$ cat src/rtl/button_conditioner.sv
// Two-channel pushbutton front end: synchronize, debounce, then turn each
// debounced press into a first step pulse plus timed auto-repeat pulses.
module button_conditioner #(
  parameter int DEBOUNCE_CYCLES = 4,
  parameter int REPEAT_DELAY    = 16,
  parameter int REPEAT_RATE     = 8
) (
  input  logic clk,
  input  logic rst_n,
  input  logic btn_inc_raw,
  input  logic btn_dec_raw,
  output logic increase,
  output logic decrease,
  output logic inc_held,
  output logic dec_held
);

  localparam logic [15:0] L_DB_LAST = 16'(DEBOUNCE_CYCLES - 1);
  localparam logic [15:0] L_RD_LAST = (REPEAT_DELAY > 0) ? 16'(REPEAT_DELAY - 1) : 16'd0;
  localparam logic [15:0] L_RR_LAST = 16'(REPEAT_RATE - 1);

  typedef enum logic [1:0] {
    S_IDLE,
    S_FIRST,
    S_DELAY,
    S_REPEAT
  } state_t;

  logic [1:0] w_raw;
  logic [1:0] w_level;
  logic [1:0] w_pulse;
  logic       w_both_held;

  assign w_raw       = {btn_dec_raw, btn_inc_raw};
  assign w_both_held = &w_level;

  genvar gi;
  generate
    for (gi = 0; gi < 2; gi++) begin : g_chan
      logic        r_sync1;
      logic        r_sync2;
      logic        r_level;
      logic        r_pulse;
      logic [15:0] r_db_cnt;
      logic [15:0] r_rep_cnt;
      state_t      r_state;
      state_t      w_state_next;
      logic [15:0] w_rep_cnt_next;
      logic [15:0] w_rep_cnt_inc;
      logic        w_pulse_next;

      always_ff @(posedge clk or negedge rst_n) begin
        if (!rst_n) begin
          r_sync1  <= 1'b0;
          r_sync2  <= 1'b0;
          r_level  <= 1'b0;
          r_db_cnt <= 16'd0;
        end else begin
          r_sync1 <= w_raw[gi];
          r_sync2 <= r_sync1;
          // Level flips on the edge the mismatch run reaches DEBOUNCE_CYCLES.
          if (r_sync2 == r_level) begin
            r_db_cnt <= 16'd0;
          end else if (r_db_cnt >= L_DB_LAST) begin
            r_level  <= ~r_level;
            r_db_cnt <= 16'd0;
          end else begin
            r_db_cnt <= r_db_cnt + 16'd1;
          end
        end
      end

      always_ff @(posedge clk or negedge rst_n) begin
        if (!rst_n) begin
          r_state   <= S_IDLE;
          r_rep_cnt <= 16'd0;
          r_pulse   <= 1'b0;
        end else begin
          r_state   <= w_state_next;
          r_rep_cnt <= w_rep_cnt_next;
          r_pulse   <= w_pulse_next;
        end
      end

      assign w_rep_cnt_inc = (r_rep_cnt == 16'hFFFF) ? r_rep_cnt : r_rep_cnt + 16'd1;

      // r_rep_cnt counts edges since the last pulse (or since the other
      // button was released); a pulse fires when it reaches the interval.
      always_comb begin
        w_state_next   = r_state;
        w_rep_cnt_next = r_rep_cnt;
        w_pulse_next   = 1'b0;
        if (!r_level) begin
          w_state_next   = S_IDLE;
          w_rep_cnt_next = 16'd0;
        end else if (w_both_held) begin
          w_state_next   = S_DELAY;
          w_rep_cnt_next = 16'd0;
        end else begin
          case (r_state)
            S_IDLE: begin
              w_state_next   = S_FIRST;
              w_rep_cnt_next = 16'd0;
              w_pulse_next   = 1'b1;
            end
            S_FIRST, S_DELAY: begin
              if (REPEAT_DELAY == 0) begin
                w_state_next   = S_DELAY;
                w_rep_cnt_next = 16'd0;
              end else if (r_rep_cnt >= L_RD_LAST) begin
                w_state_next   = S_REPEAT;
                w_rep_cnt_next = 16'd0;
                w_pulse_next   = 1'b1;
              end else begin
                w_state_next   = S_DELAY;
                w_rep_cnt_next = w_rep_cnt_inc;
              end
            end
            S_REPEAT: begin
              if (r_rep_cnt >= L_RR_LAST) begin
                w_rep_cnt_next = 16'd0;
                w_pulse_next   = 1'b1;
              end else begin
                w_rep_cnt_next = w_rep_cnt_inc;
              end
            end
            default: begin
              w_state_next   = S_IDLE;
              w_rep_cnt_next = 16'd0;
            end
          endcase
        end
      end

      assign w_level[gi] = r_level;
      assign w_pulse[gi] = r_pulse;
    end
  endgenerate

  assign increase = w_pulse[0];
  assign decrease = w_pulse[1];
  assign inc_held = w_level[0];
  assign dec_held = w_level[1];

endmodule

$ cat config.mk
export PLATFORM = sky130hd
export DESIGN_NAME = button_conditioner
export DESIGN_NICKNAME = d
export VERILOG_FILES = /design/src/rtl/button_conditioner.sv
export SDC_FILE = /design/constraint.sdc
export NUM_CORES = 1
export LEC_CHECK = 0
export ABC_AREA = 1
export BUFFER_PORTS_ARGS = -buffer_cell sky130_fd_sc_hd__buf_2
export CAP_MARGIN = 40
export CORE_AREA = 2 2 64 82
export DETAILED_ROUTE_END_ITERATION = 6
export DIE_AREA = 0 0 66 84
export GPL_TIMING_DRIVEN = 0
export PLACE_DENSITY = 0.75
export REMOVE_ABC_BUFFERS = 1
export SLEW_MARGIN = 25
export SYNTH_ARGS = -nofsm -noshare
export SYNTH_HDL_FRONTEND = slang
export SYNTH_SLANG_ARGS = --single-unit
$ cat constraint.sdc
create_clock -name clk -period 1.7 [get_ports clk]
set_input_delay 0.17 -clock clk [delete_from_list [all_inputs] [get_ports clk]]
set_output_delay 0.17 -clock clk [all_outputs]
set_load 0.01 [all_outputs]
Word-level counts from Yosys, hierarchy flattened
Cells that the tools add are included.
- register bits: 76
- input port bits: 4
- output and inout port bits: 4
- logic and storage cells: 81
- add/sub/neg operators: 4
- magnitude comparators: 6
- eq/ne operators: 12
- multiplexer cells: 34
- bitwise operators: 4
- reduce and logical (&&, ||, !) cells: 7
- operators by type and width (kind ; number):
    16-bit 2-to-1 mux ; 14
    16-bit case mux with 3 select lines ; 2
    16-bit by 1-bit adder with 16-bit output, second input constant ; 4
    16-bit equality test, second input constant ; 2
    16-bit by 2-bit greater-or-equal comparator with 1-bit output, second input constant ; 2
    16-bit by 3-bit greater-or-equal comparator with 1-bit output, second input constant ; 2
    16-bit by 4-bit greater-or-equal comparator with 1-bit output, second input constant ; 2
    1-bit 2-to-1 mux ; 10
    2-bit equality test, second input constant ; 4
    2-bit 2-to-1 mux ; 4
    4-bit by 2-bit != test with 1-bit output, second input constant ; 2
    2-bit case mux with 2 select lines ; 2
    1-bit case mux with 3 select lines ; 2
    2-bit AND reduction ; 3
    2-bit by 1-bit equality test with 1-bit output, second input constant ; 2
    2-bit logical NOT ; 2
    1-bit NOT ; 4
    2-bit OR reduction ; 2
    1-bit equality test ; 2

Depth between registers and ports, before layout
Gate-level depths: netlist of the first run.
- depth after elaboration: 6
- gate-level depth with buffers: 9
- mapped depth without buffers: 9

Least setup slack after synthesis of the first run
OpenSTA, ideal clock, no wires.
- kind: reg2reg
- start point: register g_chan[0].r_rep_cnt[0]
- end point: register g_chan[0].r_rep_cnt[0]
- setup time: 0.071 ns
- data arrival time: 1.209 ns
- required time: 1.629 ns
- slack: 0.420 ns
- cell stages (with the launch flop): 9
- buffers on the path: 0
- period minus slack after synthesis: 1.280 ns
- cells stage by stage: dfrtp_1 -> ha_1 -> nand2_1 -> nor2_2 -> nor2_1 -> nand3_2 -> nand2_2 -> nand2_1 -> nor2_1
- cells in the longest elaborated chain, start to end: 6
- elaborated cells between the ends (all ways): 10
- those cells by class: add/sub: 1; order compare: 2; eq/ne: 1; mux: 6
- RTL lines (what ; RTL line ; RTL):
    start: declaration ; 45 ; logic [15:0] r_rep_cnt;
    start signal: assignment ; 80 ; r_rep_cnt <= w_rep_cnt_next;
    16-bit by 1-bit adder with 16-bit output or 16-bit equality test (tied branches) ; 85 ; assign w_rep_cnt_inc = (r_rep_cnt == 16'hFFFF) ? r_rep_cnt : r_rep_cnt + 16'd1;
    16-bit 2-to-1 mux ; 85 ;
    16-bit 2-to-1 mux, on equally long branches ; 120, 110 ;
    16-bit case mux with 3 select lines (*) ; 100 ; case (r_state)
    16-bit 2-to-1 mux (*) ; 96 ; end else if (w_both_held) begin
    16-bit 2-to-1 mux (*) ; 93 ; if (!r_level) begin
    net g_chan[0].w_rep_cnt_next[0] ; 48 ; logic [15:0] w_rep_cnt_next;
The timed path passes the listed nets; every way through them passes the cells marked *.
A chain may end at the register's enable or synchronous reset.

Final worst setup path of the first run
- start point: register g_chan[0].r_rep_cnt[0]
- end point: register g_chan[0].r_rep_cnt[1]
Same word-level chain as after synthesis.

==> results_dict.tcl, run 1 <==
set metrics [dict create \
    status "complete, no violations" \
    timing.rr.end "g_chan[0].r_rep_cnt[1]" \
    powerDensity_mw_per_mm2 1040 \
    min_period_ns 1.44 \
    worst-r2r-setup-slack_ns 0.26 \
    synth.distinct_cells 27 \
    cp-start-kind "flop" \
    use_met3_pct 5.40 \
    detailed_place.area_mm2 0.00312 \
    area_delta_synth_final_pct 20.3 \
    gp_congestion 0.753 \
    core_area_mm2 0.00486 \
    cts_setup_buffers 0 \
    layout.nets 333 \
    grt_antenna_before_repair 0 \
    ys_warn_count 0 \
    path_clk_slew_ns 0.07 \
    syn_area_per_cell_um2 11.2 \
    syn_inst 248 \
    die_y_um 84 \
    grt_setup_unrepaired "no" \
    stdcell_area_mm2 0.00335 \
    clk_latency_ns 0.34 \
    cp-end-kind "flop" \
    via_per_inst 4.41 \
    busiest_layer "met2" \
    hold_path_class "primary input to asynchronous set/reset pin" \
    critPathMaxFanout 3 \
    timing.fmax_mhz 695 \
    leakage_nw 1.65 \
    drive_gt1_share_pct 12.6 \
    dp.cells 369 \
    skew_ns 0.00657 \
    die-area_mm2 0.00554 \
    io_buffers 7 \
    first_pass_iters 4 \
    initial_core_util_pct 57.3 \
    cap_viol_max_count 0 \
    grt.met2_usage_pct 27.0 \
    grt.total_usage_pct 16.9 \
    instances_no_fill 387 \
    num_vias 1706 \
    root_buffer "clkbuf_8" \
    grt_pass1_vias 1675 \
    drc 0 \
    fin_hold_ws_ns 0.273 \
    setup.worst_path.start "g_chan[0].r_rep_cnt[0]" \
    r2r_start "g_chan[0].r_rep_cnt[0]" \
    wl_per_cell_um 9.48 \
    cts_max_level 3 \
    use_met1_pct 19.4 \
    grt_pass1_wl_mm 6.86 \
    crit_arrival_ns 1.72 \
    grt_max_degree 52 \
    fp.dieW_um 66 \
    slew_viol_final 0 \
    cts_resized 0 \
    path_class "flop to flop" \
    post-place-ws_ns 0.274 \
    fin_ws_ns 0.262 \
    setup_viol 0 \
    period_share_pct 84.6 \
    peakVddDrop_uv 693 \
    cts_sinks 76 \
    netlist_area_mm2 0.00279 \
    yosysSeqAreaShare_pct 68.3 \
    ys_ff_latch 76 \
    r2r_cells 8 \
    drt_iter0_drc 58 \
    antenna_cells 0 \
    hold_viol 0 \
    numCtsBuffers 9 \
    cts_tree "built" \
    row_count 29 \
    crit_path_end "g_chan[0].r_rep_cnt[1]" \
    io_pins 8 \
    setup_tns_ns 0 \
    postRouteAntennaNets 0 \
    clockBufferDepth 2 \
    dpl.hpwl_mm 2.51 \
    required_ns 1.98 \
    wirelength_mm 3.67 \
    grt_overflow 0 \
]
[sequential cells by signal (all words and copies together) (netlist names)]
signal	flops
g_chan.r_state	4
g_chan.r_rep_cnt	32
g_chan.r_db_cnt	32
g_chan.r_sync2	2
decrease	1
increase	1
g_chan.r_sync1	2
inc_held	1
dec_held	1
[cells by family (layout without fill, tap and decap cells)]
| logic type | count (synthesis) | after routing | share of synthesized area, % |
|---|---|---|---|
| other | 1 | 52 | 0.135 |
| XOR/XNOR | 4 | 4 | 1.26 |
| flip-flops | 76 | 76 | 68.3 |
| AND/OR/NAND/NOR | 130 | 130 | 22.0 |
| adder cells (fa/ha/maj) | 8 | 8 | 3.59 |
| AO/OA/AOI/OAI | 10 | 10 | 2.16 |
| buffers and inverters | 19 | 45 | 2.56 |
[power breakdown]
part	total (mW)	internal, mW	leakage [nW]	switching [mW]
logic	0.188	0.0660	0.629	0.122
clock network	1.36	0.747	0.105	0.610
registers	1.93	1.89	0.920	0.0379
total	3.47	2.70	1.65	0.769
[layout make-up]
cell class | instances | area, µm²
Timing Repair Buffer | 11 | 95.1
Inverter | 19 | 71.3
Multi-Input combinational cell | 204 | 1000
Clock inverter | 4 | 48.8
Fill cell | 383 | 1510
Tap cell | 62 | 77.6
Sequential cell | 76 | 1900
Clock buffer | 11 | 151
[worst min path at each step]
stage	start	to	slack, ns	depth (start not counted)
2_1_floorplan	rst_n	dec_held	-0.13	0
3_3_place_gp	btn_inc_raw	g_chan[0].r_sync1	0.28	1
3_5_place_dp	rst_n	g_chan[0].r_db_cnt[3]	0.09	1
4_1_cts	rst_n	g_chan[0].r_db_cnt[11]	0.26	2
5_1_grt	rst_n	g_chan[0].r_db_cnt[11]	0.32	2
6_report	rst_n	g_chan[0].r_db_cnt[11]	0.27	2
[cell usage in the layout, fill, tap and decap left out]
cell type       n
a21oi_1         2
buf_16          1
buf_2           6
buf_4           1
bufinv_16       1
clkbuf_8       11
clkinv_2        2
clkinv_4        1
conb_1         52
dfrtp_1        76
dlygate4sd3_1   3
ha_1            8
inv_1          16
inv_2           3
nand2_1        46
nand2_2         3
nand3_1        16
nand3_2         1
nand3b_1        1
nand4_1         1
nand4_2         1
nand4_4         1
nor2_1         45
nor2_2          3
nor2_4          4
nor3_1          3
nor3_2          1
nor3b_1         1
nor4_1          3
o211ai_1        1
o211ai_2        1
o21ai_0         2
o21ai_1         4
xnor2_1         3
xor2_1          1
[metal layers]
| layer | share of wire [%] | routed length [µm] |
|---|---|---|
| met5 | 0 | 0 |
| met4 | 2.6 | 94 |
| met3 | 3.7 | 135 |
| met2 | 53 | 1940 |
| met1 | 41 | 1500 |
[metrics by stage]
stage / util [%] / total power [mW]
after floorplan: - / 2.07
after global placement: 63.5 / 2.13
after detailed placement: 64.2 / 2.15
after CTS: 68.9 / 3.52
after global routing: 68.9 / 3.64
final: 68.9 / 3.47
[synthesized netlist by cell type, drive strengths merged]
library cell / instances / share of area, %
nand4: 3 / 1.4
nor3b: 1 / 0.27
xnor2: 3 / 0.94
inv: 19 / 2.6
dfrtp: 76 / 68
conb: 1 / 0.13
xor2: 1 / 0.31
nor2: 52 / 8.4
nand3: 17 / 3.2
a21oi: 2 / 0.36
nand3b: 1 / 0.27
nor4: 3 / 0.67
o21ai: 6 / 1.1
ha: 8 / 3.6
o211ai: 2 / 0.72
nor3: 4 / 0.90
nand2: 49 / 6.9
[critical path: stages, from the launching register on]
cell and delay [ns]:
dfrtp_1 0.41, ha_1 0.24, nand2_1 0.10, nor2_2 0.06, nor2_1 0.19, nand3_2 0.12
nand2_2 0.09, nand2_1 0.07, nor2_1 0.10
[timing repair]
item,4_1_cts,5_1_grt
hold buffers,3,0
endpoints found under the setup margin,0,0
hold endpoints to repair,27,0
(Power assumes the default switching activity.)
==> run 2, diff against run 1 <==
--- a/config.mk
+++ b/config.mk
@@ -5,14 +5,14 @@
 export SDC_FILE = /design/constraint.sdc
 export NUM_CORES = 1
 export LEC_CHECK = 0
-export ABC_AREA = 1
+export ABC_AREA = 0
 export BUFFER_PORTS_ARGS = -buffer_cell sky130_fd_sc_hd__buf_2
 export CAP_MARGIN = 40
-export CORE_AREA = 2 2 64 82
+export CORE_AREA = 2 2 66 84
 export DETAILED_ROUTE_END_ITERATION = 6
-export DIE_AREA = 0 0 66 84
+export DIE_AREA = 0 0 68 86
 export GPL_TIMING_DRIVEN = 0
-export PLACE_DENSITY = 0.75
+export PLACE_DENSITY = 0.71
 export REMOVE_ABC_BUFFERS = 1
 export SLEW_MARGIN = 25
 export SYNTH_ARGS = -nofsm -noshare
==> constraint.sdc (replaced) <==
create_clock -name clk -period 1.2 [get_ports clk]
set_input_delay 0.12 -clock clk [delete_from_list [all_inputs] [get_ports clk]]
set_output_delay 0.12 -clock clk [all_outputs]
set_load 0.01 [all_outputs]
==> run 2 against run 1 <==
Against the previous run: the run now ends with negative setup slack left; critical endpoint is now increase; die area grew 5.5%; global-route usage shrank 1.3 points; area after synthesis shrank 5.1%; utilization grew 0.052 points; sequential power grew 42%; design area grew 3.1%; final cell count shrank 14%; register-to-register slack lost 0.59 ns; non-clock buffer count grew 12; largest cell class unchanged.
==> results_dict.tcl, run 2 <==
set metrics [dict create \
    row_count 29 \
    netlist_area_mm2 0.00264 \
    yosysMostFrequentCell "dfrtp_1" \
    slew_viol_final 0 \
    hold_viol 0 \
    required_ns 1.42 \
    die_y_um 86 \
    synth_top_family_by_area "simple AND/OR/NAND/NOR gates" \
    cts_max_level 3 \
    synthArstFlopShare_pct 100 \
    grt_max_degree 41 \
    path_buf_inv 2 \
    core_area_mm2 0.00501 \
    initial_core_util_pct 52.8 \
    syn_area_per_cell_um2 14.5 \
    critical-path-max-stage-delay_ns 0.39 \
    postRouteAntennaNets 0 \
    leakage_nw 1.52 \
    synth.distinct_cells 27 \
    cts_tree "built" \
    yosysTopAreaCell "dfrtp_1" \
    clockBufferDepth 2 \
    drc 0 \
    cp-start-kind "flop" \
    yosysSeqAreaShare_pct 71.9 \
    powerDensity_mw_per_mm2 1430 \
    timing.rr.end "increase" \
    ys_warn_count 0 \
    stdcell_area_mm2 0.00345 \
    num_vias 1576 \
    die-area_mm2 0.00585 \
    critPathMaxFanout 2 \
    crit_arrival_ns 1.75 \
    final_common_cell "dfrtp_1" \
    cp.depth 6 \
    synthAdderAreaFrac_pct 3.79 \
    fin_ws_ns -0.329 \
    r2r_start "g_chan[0].r_rep_cnt[15]" \
    dpl.hpwl_mm 2.40 \
    post-synth-top-area-fraction_pct 71.9 \
    synth_edf_count 0 \
    via_per_inst 4.75 \
    cp-end-kind "flop" \
    wl_per_cell_um 11.4 \
    detailed_place.area_mm2 0.00296 \
    drt_iter0_drc 46 \
    critical_path.slowest_cell "dfrtp_1" \
    period_share_pct 127 \
    grt.total_usage_pct 15.6 \
    r2r_cells 6 \
    first_pass_iters 4 \
    drive_gt1_share_pct 27.0 \
    status "finished with violations" \
    synthFlopType "dfrtp_1" \
    ys_ff_latch 76 \
    io_buffers 7 \
    layout.nets 277 \
    grt_overflow 0 \
    io_pins 8 \
    grt_pass1_wl_mm 6.55 \
    area_delta_synth_final_pct 30.6 \
    grt_setup_unrepaired "yes" \
    muxShareOfSynthArea_pct 1.61 \
    post-place-ws_ns -0.434 \
    setup.worst_path.start "g_chan[0].r_rep_cnt[15]" \
    min_period_ns 1.53 \
    fp.dieW_um 68 \
    worst-r2r-setup-slack_ns -0.33 \
    grt_antenna_before_repair 0 \
    root_buffer "clkbuf_8" \
    grt_pass1_vias 1588 \
    skew_ns 0.00513 \
    gp_congestion 0.661 \
    crit_path_end "increase" \
    fin_hold_ws_ns 0.276 \
    reg.largest.list "g_chan.r_db_cnt (32), g_chan.r_rep_cnt (32), g_chan.r_state (4)" \
    final_cell_mix "dfrtp_1 (75), conb_1 (52), buf_4 (12)" \
    syn_inst 182 \
    path_class "flop to flop" \
    yosys-top-cells-count "dfrtp_1 (76), nor2_1 (10), nor3_1 (10)" \
    synthTopCellsByArea "dfrtp_1 (72%), ha_1 (3.8%), nor4_2 (2.8%), nand4_1 (1.9%), nor3_1 (1.9%)" \
    crit_family "simple AND/OR/NAND/NOR gates" \
    numCtsBuffers 9 \
    setup_viol 17 \
    timing.fmax_mhz 654 \
    peakVddDrop_uv 1030 \
    clk_latency_ns 0.34 \
    synthSimpleGateAreaFrac_pct 15.5 \
    hold_path_class "primary input to asynchronous set/reset pin" \
    violations "negative setup slack" \
    wirelength_mm 3.79 \
    path_cells "nor4_2, nand3_1, buf_4, buf_6, a2111oi_4, nor3_2" \
    antenna_cells 0 \
    cap_viol_max_count 0 \
    path_clk_slew_ns 0.07 \
    cts_sinks 76 \
    synth_compound_area_share_pct 4.54 \
    synth-xor-area-share_pct 1.33 \
]
## run 2: cell count changes in the layout (fill, tap and decap cells not counted), moves of 4 or more
| cell | previous run | this run |
|---|---|---|
| nand2_1 | 46 | 3 |
| nor2_1 | 45 | 10 |
| inv_1 | 16 | 3 |
| buf_4 | 1 | 12 |
| nand3_1 | 16 | 6 |
| nor4_2 | 0 | 9 |
| ha_1 | 8 | 0 |
| nand4_1 | 1 | 8 |
| ha_2 | 0 | 6 |
| nor2_4 | 4 | 0 |
| o21ai_1 | 4 | 0 |
## run 2: timing repair
item | in CTS | in global routing
endpoints found under the hold margin | 38 | 0
setup endpoints to repair | 18 | 20
buffers inserted | 10 | 2
pin swaps | 16 | 6
hold buffers | 3 | 0
resized for setup | 24 | 11
## run 2: where the power goes
group	leakage (nW)	switching, mW	internal [mW]
clock network	0.102	0.859	1.07
logic	0.504	0.152	0.101
registers	0.919	0.0669	2.68
total	1.52	1.08	3.84
## run 2: layer usage
layer	vias up	GRT usage [%]	part of all wire, %
met3	11	4.59	3.5
met4	0	10.9	3.5
met2	17	24.4	52
met1	779	18.1	41
met5	-	0	0
li1	769	-	-
## run 2: worst reg2reg max path, stage by stage (launching register included)
cell and delay [ns]:
dfrtp_1 0.39, nor4_2 0.31, nand3_1 0.15, buf_4 0.16, buf_6 0.11, a2111oi_4 0.22
nor3_2 0.07
## run 2: cell families after synthesis
logic type      Yosys count
compound gates           18
xor+xnor                  4
fa+ha+maj                 8
buf+inv                   8
flops                    76
mux                       4
other cells               1
simple gates             63
## run 2: worst min-delay path by stage
stage / startpoint / endpoint / slack (ns) / depth (start not counted)
floorplan: rst_n / dec_held / -0.18 / 0
global placement: btn_inc_raw / g_chan[0].r_sync1 / 0.23 / 1
detailed placement: rst_n / g_chan[0].r_db_cnt[8] / 0.11 / 1
CTS: rst_n / g_chan[1].r_state[0] / 0.27 / 2
global route: rst_n / g_chan[0].r_rep_cnt[12] / 0.32 / 2
finish: rst_n / g_chan[0].r_rep_cnt[7] / 0.28 / 2
## run 2: layout make-up
cell class	count	area, µm²
Sequential cell	76	1900
Fill cell	384	1560
Multi-Input combinational cell	149	1060
Timing Repair Buffer	23	181
Clock buffer	12	155
Tap cell	62	77.6
Clock inverter	4	47.5
Inverter	6	22.5
## run 2: stage by stage
stage               cells  utilization (%)  TNS [ns]  power [mW]
global placement      300             58.7    -33.00        2.97
CTS                   330             67.5     -3.48        4.94
floorplan             231                -     -2.15        2.88
detailed placement    301             59.2     -4.47        2.98
finish                332             68.9     -3.75        4.92
global route          332             68.9     -5.28        5.13
==> run 3, diff against run 2 <==
--- a/config.mk
+++ b/config.mk
@@ -8,11 +8,11 @@
 export ABC_AREA = 0
 export BUFFER_PORTS_ARGS = -buffer_cell sky130_fd_sc_hd__buf_2
 export CAP_MARGIN = 40
-export CORE_AREA = 2 2 66 84
+export CORE_AREA = 2 2 63 80
 export DETAILED_ROUTE_END_ITERATION = 6
-export DIE_AREA = 0 0 68 86
+export DIE_AREA = 0 0 65 82
 export GPL_TIMING_DRIVEN = 0
-export PLACE_DENSITY = 0.71
+export PLACE_DENSITY = 0.75
 export REMOVE_ABC_BUFFERS = 1
 export SLEW_MARGIN = 25
 export SYNTH_ARGS = -nofsm -noshare
==> constraint.sdc (replaced) <==
create_clock -name clk -period 1.7 [get_ports clk]
set_input_delay 0.17 -clock clk [delete_from_list [all_inputs] [get_ports clk]]
set_output_delay 0.17 -clock clk [all_outputs]
set_load 0.01 [all_outputs]
==> run 3 against run 2 <==
Against the previous run: the flow now finishes without violations; via count shrank 4.7%; non-clock buffer count down 12; final cell count decreased by 4.2%; design area decreased by 6.1%; maximum frequency shrank 5.0%; power decreased by 24%; critical path type unchanged; critical endpoint is now g_chan[1].r_rep_cnt[1].
==> results_dict.tcl, run 3 (same netlist as run 2, synthesis figures left out) <==
set metrics [dict create \
    dp.cells 299 \
    leakage_nw 1.49 \
    timing.fmax_mhz 622 \
    core_area_mm2 0.00459 \
    first_pass_iters 4 \
    skew_ns 0.0110 \
    cp-start-kind "flop" \
    path_buf_inv 0 \
    grt_max_degree 42 \
    wl_per_cell_um 11.9 \
    grt_antenna_before_repair 0 \
    drt_iter0_drc 59 \
    powerDensity_mw_per_mm2 1150 \
    setup_tns_ns 0 \
    critical_path.slowest_cell "a2111o_1" \
    critical-path-max-stage-delay_ns 0.48 \
    initial_core_util_pct 57.6 \
    hold_viol 0 \
    dpl.hpwl_mm 2.30 \
    crit_arrival_ns 1.87 \
    path_clk_slew_ns 0.08 \
    antenna_cells 0 \
    row_count 28 \
    layout.nets 265 \
    path_class "flop to flop" \
    area_delta_synth_final_pct 22.6 \
    io_buffers 7 \
    period_share_pct 94.6 \
    path_cells "nor4_2, nand3_1, a2111o_1, nor2_1" \
    regArea_mm2 0.00190 \
    drive_gt1_share_pct 12.8 \
    num_vias 1502 \
    stdcell_area_mm2 0.00324 \
    r2r_cells 4 \
    cts_max_level 3 \
    fin_util_pct 70.6 \
    critPathMaxFanout 4 \
    grt_pass1_wl_mm 6.56 \
    gp_congestion 0.635 \
    clk_latency_ns 0.34 \
    fp.dieW_um 65 \
    postRouteAntennaNets 0 \
    peakVddDrop_uv 919 \
    worst-r2r-setup-slack_ns 0.09 \
    detailed_place.area_mm2 0.00296 \
    multi_input_area_um2 905 \
    wirelength_mm 3.78 \
    slew_viol_final 0 \
    final_cell_mix "dfrtp_1 (76), conb_1 (52), clkbuf_8 (11)" \
    hold_path_class "primary input to asynchronous set/reset pin" \
    crit_family "simple AND/OR/NAND/NOR gates" \
    r2r_start "g_chan[1].r_rep_cnt[13]" \
    io_pins 8 \
    die_y_um 82 \
    fillers 340 \
    drc 0 \
    required_ns 1.96 \
    cp-end-kind "flop" \
    cts_sinks 76 \
    fin_ws_ns 0.0911 \
    die-area_mm2 0.00533 \
    grt_pass1_vias 1504 \
    post-place-ws_ns 0.105 \
    timing.rr.end "g_chan[1].r_rep_cnt[1]" \
    instances_no_fill 318 \
    cap_viol_max_count 0 \
    cts_tree "built" \
    status "complete, no violations" \
    grt.total_usage_pct 17.4 \
    min_period_ns 1.61 \
    final_common_cell "dfrtp_1" \
    numCtsBuffers 9 \
    via_per_inst 4.72 \
    clockBufferDepth 2 \
    setup_viol 0 \
    grt_overflow 0 \
    reg.largest.list "g_chan.r_db_cnt (32), g_chan.r_rep_cnt (32), g_chan.r_state (4)" \
    root_buffer "clkbuf_8" \
]
==> run 3: cell types whose count changed in the layout (fill, tap and decap cells not counted), sizes merged <==
cell      delta
buf         -12
clkinvlp     -1
bufinv       +2
clkinv       -1
==> run 3: where the power goes <==
group          switching (mW)  internal, mW
combinational          0.0939        0.0523
clock                   0.590          1.05
sequential             0.0439          1.89
==> run 3: how the worst max path moves through the flow <==
stage / start / endpoint / cells after the start
global placement: rst_n / g_chan[1].r_db_cnt[7] / 1
CTS: g_chan[0].r_rep_cnt[0] / g_chan[0].r_rep_cnt[1] / 5
global route: g_chan[1].r_rep_cnt[13] / g_chan[1].r_rep_cnt[1] / 4
floorplan: g_chan[0].r_rep_cnt[0] / g_chan[0].r_rep_cnt[1] / 5
detailed placement: g_chan[0].r_rep_cnt[0] / g_chan[0].r_rep_cnt[1] / 5
finish: g_chan[1].r_rep_cnt[13] / g_chan[1].r_rep_cnt[1] / 4
==> run 3: layout make-up <==
class	instances	share of cell area [%]
clock buffers	12	4.79
multi-input cells	149	27.9
well taps	60	2.32
repair buffers	11	2.70
flip-flops and latches	76	58.7
inverters	6	0.695
clock inverters	4	2.93
==> run 3: layer usage <==
metal  global-route usage (%)  vias to the layer above  wire length (µm)
met4                     8.09                        0                80
met3                     7.95                        7               127
met5                        0                        -                 0
met2                     29.6                       18              2030
met1                     18.6                      736              1540
li1                         -                      741                 -
==> run 3: timing repair <==
item / 4_1_cts / 5_1_grt
hold buffers: 3 / 0
setup endpoints to repair: 0 / 4
buffers inserted: 0 / 0
hold endpoints to repair: 37 / 0
resized for setup: 0 / 1
==> run 3: metrics by stage <==
stage	total power [mW]	hold slack, ns
after floorplan	2.03	-0.126
after global placement	2.09	0.277
after detailed placement	2.10	0.147
after CTS	3.77	0.311
after global routing	3.87	0.341
final	3.72	0.326
